==> config.mk <==
export PLATFORM = sky130hd
export DESIGN_NAME = usb_rx_data_buffer
export DESIGN_NICKNAME = d
export VERILOG_FILES = /design/src/rtl/usb_buf_pkg.sv /design/src/rtl/usb_buf_ram.sv /design/src/rtl/usb_rx_data_buffer.sv
export SDC_FILE = /design/constraint.sdc
export NUM_CORES = 1
export LEC_CHECK = 0
export CAP_MARGIN = 20
export CORE_ASPECT_RATIO = 0.75
export CORE_UTILIZATION = 60
export CTS_BUF_LIST = sky130_fd_sc_hd__clkbuf_2
export DETAILED_ROUTE_END_ITERATION = 16
export PLACE_DENSITY_LB_ADDON = 0.3
export SETUP_SLACK_MARGIN = 0.5
export SLEW_MARGIN = 0
export SYNTH_ARGS = -nofsm -noshare
export SYNTH_HDL_FRONTEND = slang
export SYNTH_HIERARCHICAL = 1
export SYNTH_SLANG_ARGS = --single-unit
==> constraint.sdc <==
create_clock -name clk -period 3.2 [get_ports clk]
set_input_delay 0.64 -clock clk [delete_from_list [all_inputs] [get_ports clk]]
set_output_delay 0.64 -clock clk [all_outputs]
set_load 0.01 [all_outputs]
==> src/rtl/usb_buf_pkg.sv <==
// Shared types and defaults for the USB receive data buffer.
package usb_buf_pkg;
    localparam int DEPTH_DEFAULT = 64;

    typedef logic [7:0] byte_t;
    typedef logic [6:0] occ_t;
endpackage

==> src/rtl/usb_buf_ram.sv <==
// DEPTH x 8 register array: synchronous write, combinational read.
module usb_buf_ram
    import usb_buf_pkg::*;
#(
    parameter int DEPTH  = DEPTH_DEFAULT,
    parameter int ADDR_W = $clog2(DEPTH)
) (
    input  logic              clk,
    input  logic              we,
    input  logic [ADDR_W-1:0] waddr,
    input  byte_t             wdata,
    input  logic [ADDR_W-1:0] raddr,
    output byte_t             rdata
);

    byte_t mem [DEPTH];

    // Contents are deliberately not reset; the occupancy counter decides validity.
    always_ff @(posedge clk) begin
        if (we) begin
            mem[waddr] <= wdata;
        end
    end

    assign rdata = mem[raddr];

endmodule

==> src/rtl/usb_rx_data_buffer.sv <==
// Byte FIFO between the USB receiver and the AHB slave, with registered read data.
// Define USB_RX_BUF_ERR_EN to add sticky rx_overflow / rx_underflow outputs.
module usb_rx_data_buffer
    import usb_buf_pkg::*;
#(
    parameter int DEPTH = DEPTH_DEFAULT
) (
    input  logic       clk,
    input  logic       n_rst,
    input  logic       store_rx_packet_data,
    input  logic [7:0] rx_packet_data,
    input  logic       flush,
    input  logic       get_rx_data,
    output logic [7:0] rx_data,
`ifdef USB_RX_BUF_ERR_EN
    output logic       rx_overflow,
    output logic       rx_underflow,
`endif
    output logic [6:0] buffer_occupancy
);

    localparam int   ADDR_W    = $clog2(DEPTH);
    localparam occ_t DEPTH_OCC = occ_t'(DEPTH);

    logic [ADDR_W-1:0] wptr_reg;
    logic [ADDR_W-1:0] rptr_reg;
    occ_t              occ_reg;
    byte_t             rx_data_reg;
    byte_t             ram_rdata;
    logic              wr_ok;
    logic              rd_ok;

    // Acceptance uses pre-edge occupancy, so an empty buffer never falls through.
    assign wr_ok = store_rx_packet_data && (occ_reg < DEPTH_OCC);
    assign rd_ok = get_rx_data && (occ_reg != '0);

    usb_buf_ram #(
        .DEPTH  (DEPTH),
        .ADDR_W (ADDR_W)
    ) u_ram (
        .clk   (clk),
        .we    (wr_ok && !flush),
        .waddr (wptr_reg),
        .wdata (rx_packet_data),
        .raddr (rptr_reg),
        .rdata (ram_rdata)
    );

    always_ff @(posedge clk or negedge n_rst) begin
        if (!n_rst) begin
            wptr_reg    <= '0;
            rptr_reg    <= '0;
            occ_reg     <= '0;
            rx_data_reg <= 8'h00;
        end else if (flush) begin
            // rx_data keeps the last byte read across a flush.
            wptr_reg <= '0;
            rptr_reg <= '0;
            occ_reg  <= '0;
        end else begin
            if (wr_ok) begin
                wptr_reg <= wptr_reg + 1'b1;
            end
            if (rd_ok) begin
                rptr_reg    <= rptr_reg + 1'b1;
                rx_data_reg <= ram_rdata;
            end
            case ({wr_ok, rd_ok})
                2'b10:   occ_reg <= occ_reg + 1'b1;
                2'b01:   occ_reg <= occ_reg - 1'b1;
                default: occ_reg <= occ_reg;
            endcase
        end
    end

    assign rx_data          = rx_data_reg;
    assign buffer_occupancy = occ_reg;

`ifdef USB_RX_BUF_ERR_EN
    logic overflow_reg;
    logic underflow_reg;

    always_ff @(posedge clk or negedge n_rst) begin
        if (!n_rst) begin
            overflow_reg  <= 1'b0;
            underflow_reg <= 1'b0;
        end else if (flush) begin
            overflow_reg  <= 1'b0;
            underflow_reg <= 1'b0;
        end else begin
            if (store_rx_packet_data && (occ_reg == DEPTH_OCC)) begin
                overflow_reg <= 1'b1;
            end
            if (get_rx_data && (occ_reg == '0)) begin
                underflow_reg <= 1'b1;
            end
        end
    end

    assign rx_overflow  = overflow_reg;
    assign rx_underflow = underflow_reg;
`endif

endmodule
; ---- Word-level counts from Yosys, hierarchy flattened
; Memory sizes are Yosys's and may differ from the RTL's. A register that Yosys moved wholly into a read port is not among the register bits.
; Cells that the tools add are included.
[op_classes]
muxes = 8
addsub = 4
n_eq_ne = 2
shift = 0
n_reduce_logical = 10
mul = 0
magnitude_cmp = 1
bitwise_logic = 1
n_div = 0
[op_table]
columns = cell, n
row1 = 6-bit 2-to-1 mux, 4
row2 = 7-bit one-hot mux with 2 select lines, 1
row3 = 6-bit by 1-bit adder with 6-bit output (second input constant), 2
row4 = 7-bit by 1-bit adder with 7-bit output (second input constant), 1
row5 = 7-bit less-than comparator (second input constant), 1
row6 = 7-bit 2-to-1 mux, 1
row7 = 7-bit nonzero test, 1
row8 = 7-bit by 1-bit subtractor with 7-bit output (second input constant), 1
row9 = 2-bit nonzero test, 2
row10 = 1-bit logical AND, 3
row11 = 3-bit nonzero test, 1
row12 = 2-bit by 1-bit == test with 1-bit output (second input constant), 1
row13 = 2-bit == test (second input constant), 1
row14 = 1-bit zero test, 2
row15 = 1-bit 2-to-1 mux, 2
row16 = 2-bit AND reduction, 1
row17 = 1-bit NOT, 1
[totals]
mem_bits_ro = 0
word_cells = 30
latchBits = 0
out_inout_bits = 15
memories = 1
register_bits = 19
ram_bits = 512
[memory_table]
columns = memory, words, width, read_ports, rd_ports_with_merged_regs, wr, line_no
row1 = u_ram.mem, 64, 8, 1, 1, 1, usb_buf_ram.sv:16  ; byte_t mem [DEPTH];

; ---- Logic depth before layout (Yosys ltp)
; Gate-level depths: netlist (run 1).
[logic_depth]
ltp_word = 5
depth_mapped = 10
depth_no_buf = 9

; ---- Cells and area by module
; The synthesis (run 1) kept the hierarchy.
[modules_own_cells]
columns = mod, instances, cells_each, area_each_um2, seq_area_each_um2
row1 = usb_buf_ram, 1, 932, 20006.7, 15374.7
row2 = usb_rx_data_buffer, 1, 135, 1430.1, 675.6

; ---- Worst setup path before layout (run 1)
; No wires, ideal clock.
[synth_timing]
kind = reg-to-reg
from = register occ_reg[4] (netlist: buffer_occupancy[4])
to = register occ_reg[6] (netlist: buffer_occupancy[6])
required_ns = 3.064
path_slack_ns = 0.705
path_buffers = 1
setup_time_ns = 0.136
arrival_time_ns = 2.359
path_stages_with_launch = 10
path_cell_list = dfrtp_1 > buf_4 > or4_4 > o211ai_2 > inv_2 > ha_1 > nor3b_1 > mux2i_1 > a221oi_1 > nor3_1
[synth_between]
elab_chain_cells = 5
word_cells_on_any_way = 11
classes_between = add/sub: 2 / order compare: 1 / eq/ne: 2 / mux: 2 / reduce/logical: 4
[synth_lines]
columns = element, line_no
row1 = from (decl), usb_rx_data_buffer.sv:27  ; occ_t occ_reg;
row2 = from (signal assigned), usb_rx_data_buffer.sv:69  ; 2'b10: occ_reg <= occ_reg + 1'b1;
row3 = from (signal assigned), usb_rx_data_buffer.sv:70  ; 2'b01: occ_reg <= occ_reg - 1'b1;
row4 = from (signal assigned), usb_rx_data_buffer.sv:71  ; default: occ_reg <= occ_reg;
row5 = 7-bit less-than comparator / 7-bit nonzero test (equally long branches), "usb_rx_data_buffer.sv:34, usb_rx_data_buffer.sv:35"
row6 = 1-bit logical AND (on tied branches), "usb_rx_data_buffer.sv:34, usb_rx_data_buffer.sv:35"
row7 = 2-bit by 1-bit == test with 1-bit output / 2-bit == test (equally long branches), usb_rx_data_buffer.sv:68  ; case ({wr_ok, rd_ok})
row8 = 7-bit one-hot mux with 2 select lines, usb_rx_data_buffer.sv:68
row9 = 7-bit 2-to-1 mux, usb_rx_data_buffer.sv:55  ; end else if (flush) begin
; Parallel ways exist; a longest one is shown, timed or not.
; A chain may end at the register's enable or synchronous reset.

==> results of run 1 <==
[final timing paths]
kind / startpoint / endpoint / slack, ns / depth (start not counted)
setup reg to reg: rptr_reg[0] / rx_data[1] / 0.50 / 8
hold / removal: rx_packet_data[7] / u_ram/mem[59][7] / 0.27 / 2
max in group asynchronous: n_rst / rptr_reg[0] / 2.38 / 3
setup / recovery: rptr_reg[0] / rx_data[1] / 0.50 / 8
hold reg to reg: rx_data[7] / rx_data[7] / 0.51 / 1
min in group asynchronous: n_rst / rptr_reg[2] / 0.50 / 3
[final cells by class]
cell class | instances | area, µm² | share of cell area
Sequential cell | 539 | 16100 | 0.657
Multi-Input combinational cell | 465 | 5110 | 0.209
Timing Repair Buffer | 189 | 1650 | 0.0672
Clock buffer | 176 | 881 | 0.0360
Tap cell | 457 | 572 | 0.0234
Clock inverter | 38 | 176 | 0.00721
Inverter | 3 | 11.3 | 0.000460
Antenna cell | 1 | 2.50 | 0.000102
[stage by stage]
stage	util	instance area, µm²
floorplan	-	21400
global placement	0.658	23000
detailed placement	0.658	23000
CTS	0.695	24300
global route	0.701	24500
finish	0.701	24500
[worst register-to-register path: stages (launching register included)]
cell and delay [ns]:
dfrtp_4 0.52, buf_12 0.17, buf_16 0.16, mux4_2 0.55
mux4_2 0.52, nor2_2 0.13, nor3_1 0.11, o2bb2ai_2 0.19
mux2_2 0.28
[power groups by stage]
stage | registers, mW | clock network [mW] | logic, mW
3_5_place_dp | 8.30 | 0 | 3.56
2_1_floorplan | 8.14 | 0 | 2.53
6_report | 8.01 | 4.09 | 4.10
4_1_cts | 8.02 | 4.18 | 3.91
5_1_grt | 8.03 | 4.53 | 4.33
3_3_place_gp | 8.29 | 0 | 3.52
[synth_stat cells (3+ instances only)]
cell type / instances / share of area
edfxtp_1: 512 / 0.72
mux4_2: 126 / 0.13
nor2_1: 101 / 0.018
nand2_1: 29 / 0.0051
dfrtp_1: 27 / 0.032
mux2i_1: 25 / 0.012
clkbuf_1: 24 / 0.0042
mux2_2: 21 / 0.011
nor2b_1: 15 / 0.0044
buf_4: 14 / 0.0049
nand3_1: 14 / 0.0033
buf_2: 11 / 0.0026
xor2_1: 11 / 0.0045
nand2b_1: 9 / 0.0026
o22ai_1: 9 / 0.0026
nand4_1: 8 / 0.0023
nor3_1: 8 / 0.0019
o221ai_1: 8 / 0.0033
a21oi_1: 7 / 0.0016
a221oi_1: 7 / 0.0029
buf_6: 5 / 0.0026
or3_1: 5 / 0.0015
a211oi_1: 4 / 0.0014
buf_1: 4 / 0.00070
ha_1: 4 / 0.0023
o2111ai_1: 4 / 0.0016
o21ai_0: 4 / 0.00093
xnor2_1: 4 / 0.0016
a22oi_1: 3 / 0.0011
nand3b_1: 3 / 0.0011
nor4_1: 3 / 0.00088
o21a_1: 3 / 0.0011
o2bb2ai_1: 3 / 0.0012
[per-layer routing]
metal / part of all wire / vias to the layer above
met4: 0.023 / 0
met2: 0.45 / 719
met1: 0.41 / 5918
met3: 0.12 / 78
met5: 0 / -
li1: - / 4961
[cells by family after synthesis]
kind of cell               count (synthesis)  share of synthesized area
DFF                                      539                      0.749
and+or+nand+nor                          201                     0.0428
muxes                                    172                      0.155
AOI/OAI and AO/OA                         73                     0.0275
buffers and inverters                     63                     0.0174
xor gates and xnor gates                  15                    0.00613
adders and majority gates                  4                    0.00233
[timing repair]
| item | in CTS | in global routing |
|---|---|---|
| buffers inserted | 15 | 10 |
| gates resized for setup | 14 | 24 |
| cloned | 0 | 0 |
| pin swaps | 0 | 3 |
| endpoints found under the hold margin | 92 | 0 |
| setup endpoints to repair | 20 | 46 |
| hold buffers | 8 | 0 |
==> flow_summary_export.csv, run 1 <==
group,metric,value,unit
outcome,status,"finished clean",
synthesis,avgSynthCellArea,20.1,µm²
placement,place_hpwl,30.2,mm
critical_path,crit_type,"reg2reg",
floorplan,start_util,0.614,
timing,relSlewSlack,0.521,
global_route,grt.met2_usage,0.382,
critical_path,crit_chain,"buf_12 -> buf_16 -> mux4_2 -> mux4_2 -> nor2_2 -> nor3_1 -> o2bb2ai_2 -> mux2_2",
timing,worstMarginPinSlew,0.719,ns
layout,largest_reg_flops,512,
global_route,grt_max_degree,65,
detailed_routing,drt_iter0_drc,1567,
power_and_ir_drop,swShare,0.289,
clocking,cts_tree,"done",
floorplan,die_w,220,µm
synthesis,ys.flop_type,"edfxtp_1",
timing,final_hold_viol_count,0,
placement,finalWeightedCongestion,0.879,
timing,setup_ws,0.498,ns
layout,fill_cells,2126,
synthesis,syn-instance-count,1067,
layout,syn_to_final_growth,14.1,%
synthesis,syn_nets,1084,
power_and_ir_drop,p_leak,8.14,nW
detailed_routing,first_pass_iters,6,
synthesis,async_reset_ff_frac,0.0501,
power_and_ir_drop,combPwrFrac,0.253,
placement,post-place-ws,0.0990,ns
detailed_routing,vias_per_cell,6.25,
detailed_routing,vias,11676,
clocking,clkLatencyLatePin,1.09,ns
global_route,gr-usage-met3,0.0797,
global_route,grt_pass1_vias,11571,
critical_path,worst-path-buf-inv,2,
timing,fmax,0.370,GHz
critical_path,slowest_stage,"mux4_2",
floorplan,die_h,166,µm
synthesis,ys_types,57,
detailed_routing,routed_wl,47.9,mm
timing,tns,0,ns
layout,fin_cells,1868,
global_route,grt_usage,0.273,
critical_path,cp-start-kind,"flop",
global_route,grt_pass1_wl,71.3,mm
clocking,clk_pin_slew,0.11,ns
layout,fin_nets,1332,
power_and_ir_drop,vdd_drop_max,0.000436,V
hold_path,worstHoldPathType,"in2reg",
floorplan,rows,59,
run,drv_cap,0,
clocking,htreeDepth,3,
critical_path,cp_top_family,"multiplexers",
placement,dp.cells,1620,
timing,maxSlewViolCount,0,
synthesis,yosysSeqAreaShare,0.749,
critical_path,worstPathRequired,4.15,ns
timing,skew,0.0557,ns
power_and_ir_drop,seqPwrFrac,0.494,
timing,period_minus_slack,2.70,ns
timing,rsz0062_at_grt,"true",
detailed_routing,wl_per_cell,25.6,µm
synthesis,ys_seq_elements,539,
layout,final_common_cell,"edfxtp_1",
timing,setup_viol,0,
power_and_ir_drop,internal_power,11.5,mW
critical_path,critPathMaxStageDelay,0.54,ns
detailed_routing,route.antenna.remaining_nets,0,
power_and_ir_drop,p_clk_frac,0.253,
power_and_ir_drop,power,16.2,mW
global_route,grt-ovfl-total,0,
timing,finalCritPeriodShare,0.844,
floorplan,die-area,36500,µm²
floorplan,ios,28,
global_route,top_usage_layer,"met1",
detailed_routing,drc,0,
global_route,grtUsageMet1,0.419,
synthesis,synth_warnings,6,
timing,holdWs,0.267,ns
power_and_ir_drop,power_density,662,nW/µm²
clocking,clockBufferDepth,3,
placement,numPortBuffers,27,
critical_path,worstPathMaxFanout,14,
synthesis,synth_edf_count,512,
layout,drive_above_1_share,0.370,
power_and_ir_drop,p_sw,4.69,mW
floorplan,core_area,34900,µm²
synthesis,synth_area,21400,µm²
global_route,grt_antenna_before_repair,1,
clocking,root_buffer,"clkbuf_2",
clocking,numCtsBuffers,117,
critical_path,cp_data_arrival_time,3.65,ns
layout,final_cell_mix,"edfxtp_1 (512), clkbuf_2 (176), buf_4 (142)",
critical_path,crit_top_cell,"mux4_2",
clocking,clock_sinks,539,
critical_path,worstSetupEndpointType,"flop",
Power figures use the tool's default switching activity.
==> inputs of run 2 (changes only) <==
- clock period: 3.2 -> 2.7 ns (I/O delays scaled with it)
==> run 2 against run 1 <==
The run now ends with DRC left. Count of clock-buffer cells in the layout grew 14. Setup slack lost 0.40 ns. Maximum frequency grew 3.7%. Critical path depth grew 1. Hold slack lost 0.14 ns. Register-to-register slack lost 0.40 ns. Clock power grew 22%. Sequential share of layout area shrank 1.4 points. Sequential cell count is the same. Die area is the same. Power grew 25%. Largest cell class unchanged.
==> flow_summary_export.csv, run 2 (same netlist as run 1, synthesis figures left out) <==
group,metric,value,unit
outcome,status,"finished with violations",
outcome,violations,"DRC",
timing,rsz0062_at_grt,"true",
critical_path,cp-start-kind,"flop",
floorplan,die-area,36500,µm²
detailed_routing,drc,2,
timing,final_hold_viol_count,0,
clocking,cts_tree,"done",
hold_path,holdPathStages,2,
critical_path,reg2reg_from,"rptr_reg[0]",
clocking,clockBufferDepth,3,
detailed_routing,vias,11953,
global_route,grt-ovfl-total,0,
power_and_ir_drop,power,20.2,mW
global_route,grtUsageMet1,0.450,
placement,numPortBuffers,27,
power_and_ir_drop,p_clk_frac,0.248,
power_and_ir_drop,seqPwrFrac,0.470,
global_route,grt_antenna_before_repair,2,
power_and_ir_drop,internal_power,14.2,mW
layout,drive_above_1_share,0.421,
floorplan,start_util,0.614,
critical_path,endpoint,"rx_data[0]",
clocking,clkLatencyLatePin,1.10,ns
timing,setup_ws,0.0944,ns
critical_path,worstPathRequired,3.69,ns
floorplan,rows,59,
global_route,grt_pass1_vias,11812,
timing,worstMarginPinSlew,1.04,ns
detailed_routing,drt_iter0_drc,1681,
layout,syn_to_final_growth,16.6,%
layout,multiInputGateArea,5340,µm²
detailed_routing,route.antenna.remaining_nets,0,
layout,final_common_cell,"edfxtp_1",
clocking,clk_pin_slew,0.11,ns
global_route,grt.met2_usage,0.398,
critical_path,worstSetupEndpointType,"flop",
hold_path,worstHoldPathType,"in2reg",
clocking,clock_sinks,539,
placement,place_hpwl,30.0,mm
floorplan,die_w,220,µm
detailed_routing,first_pass_iters,12,
hold_path,min_from,"rx_packet_data[3]",
global_route,grt_max_degree,65,
critical_path,worstPathMaxFanout,11,
layout,ff_latch_area,16100,µm²
global_route,grt_pass1_wl,74.8,mm
power_and_ir_drop,swShare,0.296,
timing,relSlewSlack,0.309,
power_and_ir_drop,p_sw,5.97,mW
critical_path,crit_type,"reg2reg",
critical_path,cp_data_arrival_time,3.59,ns
power_and_ir_drop,p_leak,8.24,nW
critical_path,startpoint,"rptr_reg[0]",
timing,setup_viol,0,
critical_path,r2r-end,"rx_data[0]",
layout,fin_nets,1339,
power_and_ir_drop,power_density,808,nW/µm²
placement,finalWeightedCongestion,0.887,
detailed_routing,vias_per_cell,6.37,
critical_path,rr_worst_depth,9,
timing,fmax,0.384,GHz
clocking,numCtsBuffers,118,
layout,largest_reg_flops,512,
timing,finalCritPeriodShare,0.965,
clocking,root_buffer,"clkbuf_2",
run,drv_cap,0,
critical_path,reg2reg_setup_slack,0.09,ns
timing,maxSlewViolCount,0,
detailed_routing,routed_wl,50.7,mm
floorplan,ios,28,
timing,skew,0.0782,ns
global_route,top_usage_layer,"met1",
clocking,htreeDepth,3,
placement,post-place-ws,0.0212,ns
detailed_routing,wl_per_cell,27.1,µm
floorplan,core_area,34900,µm²
layout,final_cell_mix,"edfxtp_1 (512), clkbuf_2 (190), mux4_2 (126)",
power_and_ir_drop,combPwrFrac,0.282,
layout,fill_cells,2054,
power_and_ir_drop,vdd_drop_max,0.000518,V
timing,period_minus_slack,2.61,ns
floorplan,die_h,166,µm
global_route,grt_usage,0.285,
global_route,gr-usage-met3,0.0689,
[run 2: changes by cell type in the layout (fill, tap and decap cells not counted), sizes merged, moves of 2 or more]
cell | before | now
clkinv | 35 | 18
clkdlybuf4s50 | 6 | 4
dlygate4sd2 | 7 | 0
buf | 162 | 183
dlygate4sd3 | 8 | 4
clkbuf | 176 | 193
dlymetal6s2s | 6 | 0
inv | 4 | 7
[run 2: area by class of cell]
class,count,area share
inverters,3,0.000451
multi-input cells,465,0.214
flip-flops and latches,539,0.643
well taps,457,0.0229
repair buffers,195,0.0768
clock buffers,190,0.0380
clock inverters,25,0.00516
diodes,2,0.000200
[run 2: timing repair]
item,CTS,global route
pin swaps,13,13
resized for setup,91,42
hold buffers,4,0
buffers inserted,18,15
setup endpoints to repair,71,151
gates cloned,4,3
hold endpoints to repair,79,0
[run 2: metal layers]
metal  up-vias  wire length (µm)
met5         -                 0
met2       791             22800
met3        97              5870
met1      6089             21000
met4         0              1070
li1       4976                 -
[run 2: worst max-delay path, stage by stage (launching register included)]
cell and delay (ns):
dfrtp_4 0.52, buf_12 0.15, buf_16 0.15, buf_12 0.16, mux4_2 0.51, mux2_2 0.33
o22ai_1 0.15, nand2_1 0.14, o2bb2ai_1 0.15, mux2_2 0.26
[run 2: how the worst min path moves through the flow]
stage,endpoint,slack [ns]
2_1_floorplan,buffer_occupancy[0],0.24
3_3_place_gp,rx_data[2],0.57
3_5_place_dp,rx_data[1],0.56
4_1_cts,u_ram/mem[53][0],0.03
5_1_grt,u_ram/mem[54][0],0.05
6_report,u_ram/mem[0][3],0.13
[run 2: through the flow]
stage / util / setup TNS (ns) / instance area (µm²) / std cells / hold slack, ns
floorplan: - / 0 / 21600 / 1067 / 0.244
global placement: 0.662 / 0 / 23100 / 1615 / 0.570
detailed placement: 0.662 / 0 / 23100 / 1615 / 0.557
CTS: 0.704 / 0 / 24600 / 1856 / 0.0271
global route: 0.716 / -0.00289 / 25000 / 1876 / 0.0497
finish: 0.716 / 0 / 25000 / 1876 / 0.127
[run 2: power by group through the flow]
stage	logic, mW	registers, mW	clock network [mW]
after floorplan	3.12	9.66	0
after global placement	4.46	9.68	0
after detailed placement	4.56	9.68	0
after CTS	5.19	9.49	5.08
after global routing	5.97	9.51	5.53
final	5.70	9.50	5.00
==> inputs of run 3 (changes only) <==
- CORE_ASPECT_RATIO: 0.75 -> 1.75
==> run 3 against run 2 <==
The run now ends clean. Final area increased by 1.9%. Maximum frequency decreased by 1.3%. Sequential cell count unchanged. Critical path type unchanged. Highest routed layer unchanged.
==> flow_summary_export.csv, run 3 (same netlist as run 1, synthesis figures left out) <==
group,metric,value,unit
layout,drive_above_1_share,0.427,
floorplan,rows,91,
global_route,grt_max_degree,65,
run,drv_cap,0,
critical_path,crit_type,"reg2reg",
clocking,clock_sinks,539,
floorplan,ios,28,
detailed_routing,drc,0,
clocking,clockBufferDepth,3,
global_route,grt_pass1_vias,12457,
timing,finalCritPeriodShare,0.978,
detailed_routing,routed_wl,51.6,mm
hold_path,worstHoldPathType,"in2reg",
timing,skew,0.0820,ns
layout,fin_nets,1351,
detailed_routing,wl_per_cell,27.4,µm
critical_path,worstPathMaxFanout,8,
floorplan,die-area,36500,µm²
critical_path,cp-start-kind,"flop",
placement,place_hpwl,32.3,mm
power_and_ir_drop,power_density,798,nW/µm²
critical_path,slowest_stage,"mux4_2",
critical_path,worstSetupEndpointType,"flop",
timing,relSlewSlack,0.519,
global_route,grt_antenna_before_repair,2,
global_route,grt-ovfl-total,0,
layout,final_common_cell,"edfxtp_1",
layout,largest_reg_flops,512,
critical_path,cp_data_arrival_time,3.58,ns
power_and_ir_drop,internal_power,14.4,mW
timing,maxSlewViolCount,0,
clocking,clkLatencyLatePin,1.11,ns
floorplan,core_area,35200,µm²
power_and_ir_drop,p_sw,5.90,mW
clocking,clk_pin_slew,0.14,ns
global_route,grt_pass1_wl,75.7,mm
placement,place_area,23200,µm²
global_route,grt_usage,0.300,
detailed_routing,vias_per_cell,6.30,
power_and_ir_drop,p_clk_frac,0.233,
power_and_ir_drop,combPwrFrac,0.300,
timing,rsz0062_at_grt,"true",
power_and_ir_drop,swShare,0.290,
critical_path,critPathMaxStageDelay,0.53,ns
clocking,numCtsBuffers,107,
placement,numPortBuffers,27,
placement,finalWeightedCongestion,0.855,
power_and_ir_drop,p_leak,8.35,nW
detailed_routing,route.antenna.remaining_nets,0,
clocking,cts_tree,"done",
floorplan,start_util,0.609,
clocking,root_buffer,"clkbuf_2",
layout,design_area,25500,µm²
layout,ff_latch_area,16100,µm²
layout,fill_cells,1974,
detailed_routing,vias,11850,
outcome,status,"finished clean",
placement,post-place-ws,-0.0744,ns
clocking,htreeDepth,3,
critical_path,cp_top_family,"multiplexers",
layout,multiInputGateArea,5490,µm²
floorplan,die_w,145,µm
timing,fmax,0.379,GHz
critical_path,crit_chain,"buf_12 -> buf_6 -> clkbuf_16 -> mux4_2 -> mux4_2 -> o21ai_1 -> o41ai_1 -> mux2_2",
power_and_ir_drop,vdd_drop_max,0.000640,V
timing,setup_ws,0.0607,ns
floorplan,die_h,252,µm
timing,final_hold_viol_count,0,
timing,setup_viol,0,
layout,syn_to_final_growth,18.8,%
critical_path,worst-path-buf-inv,3,
detailed_routing,drt_iter0_drc,1241,
timing,worstMarginPinSlew,0.722,ns
detailed_routing,first_pass_iters,6,
power_and_ir_drop,seqPwrFrac,0.467,
critical_path,worstPathRequired,3.64,ns
timing,period_minus_slack,2.64,ns
timing,holdWs,0.122,ns
critical_path,crit_top_cell,"mux4_2",
layout,final_cell_mix,"edfxtp_1 (512), clkbuf_2 (152), mux4_2 (126)",
## run 3: path summary, 6_finish.rpt
path / start / end / slack [ns] / cells past startpoint
worst max-delay path: rptr_reg[0] / rx_data[5] / 0.06 / 8
worst min-delay path: rx_packet_data[2] / u_ram/mem[27][2] / 0.12 / 2
worst max register to register: rptr_reg[0] / rx_data[5] / 0.06 / 8
worst min register to register: rx_data[1] / rx_data[1] / 0.61 / 1
max in group asynchronous: n_rst / buffer_occupancy[0] / 1.97 / 3
min in group asynchronous: n_rst / rptr_reg[5] / 0.36 / 3
## run 3: layer usage
layer	track usage	vias to the layer above	part of all wire
li1	-	4999	-
met1	0.339	6060	0.32
met2	0.519	628	0.55
met3	0.0585	163	0.069
met4	0.184	0	0.061
met5	0	-	0
## run 3: stage by stage
| stage | total power [mW] | utilization | TNS [ns] | std cells |
|---|---|---|---|---|
| final | 20.3 | 0.724 | 0 | 1881 |
| after global routing | 21.0 | 0.724 | 0 | 1881 |
| after global placement | 14.2 | 0.661 | 0 | 1626 |
| after CTS | 19.9 | 0.709 | 0 | 1859 |
| after floorplan | 12.8 | - | 0 | 1067 |
| after detailed placement | 14.3 | 0.661 | -0.122 | 1626 |
## run 3: layout make-up
| type | instances | share of cell area |
|---|---|---|
| well taps | 465 | 0.0229 |
| clock buffers | 152 | 0.0299 |
| diodes | 3 | 0.000295 |
| flip-flops and latches | 539 | 0.631 |
| clock inverters | 36 | 0.00894 |
| inverters | 3 | 0.000442 |
| repair buffers | 218 | 0.0909 |
| multi-input cells | 465 | 0.216 |
## run 3: worst reg2reg max path: stages (launching register included)
cell,delay [ns]
dfrtp_4,0.48
buf_12,0.16
buf_6,0.12
clkbuf_16,0.16
mux4_2,0.53
mux4_2,0.51
o21ai_1,0.15
o41ai_1,0.08
mux2_2,0.27
## run 3: power groups by stage
stage | Combinational [mW] | Sequential (mW) | Clock, mW
final | 6.10 | 9.48 | 4.72
after global placement | 4.57 | 9.68 | 0
after CTS | 5.68 | 9.47 | 4.80
after floorplan | 3.12 | 9.66 | 0
after global routing | 6.35 | 9.50 | 5.15
after detailed placement | 4.65 | 9.69 | 0
## run 3: timing repair
item | CTS | global route
gates cloned | 6 | 1
endpoints found under the hold margin | 192 | 0
hold buffers | 8 | 0
setup endpoints to repair | 83 | 307
setup buffers | 31 | 18
pin swaps | 14 | 26
resized for setup | 117 | 82
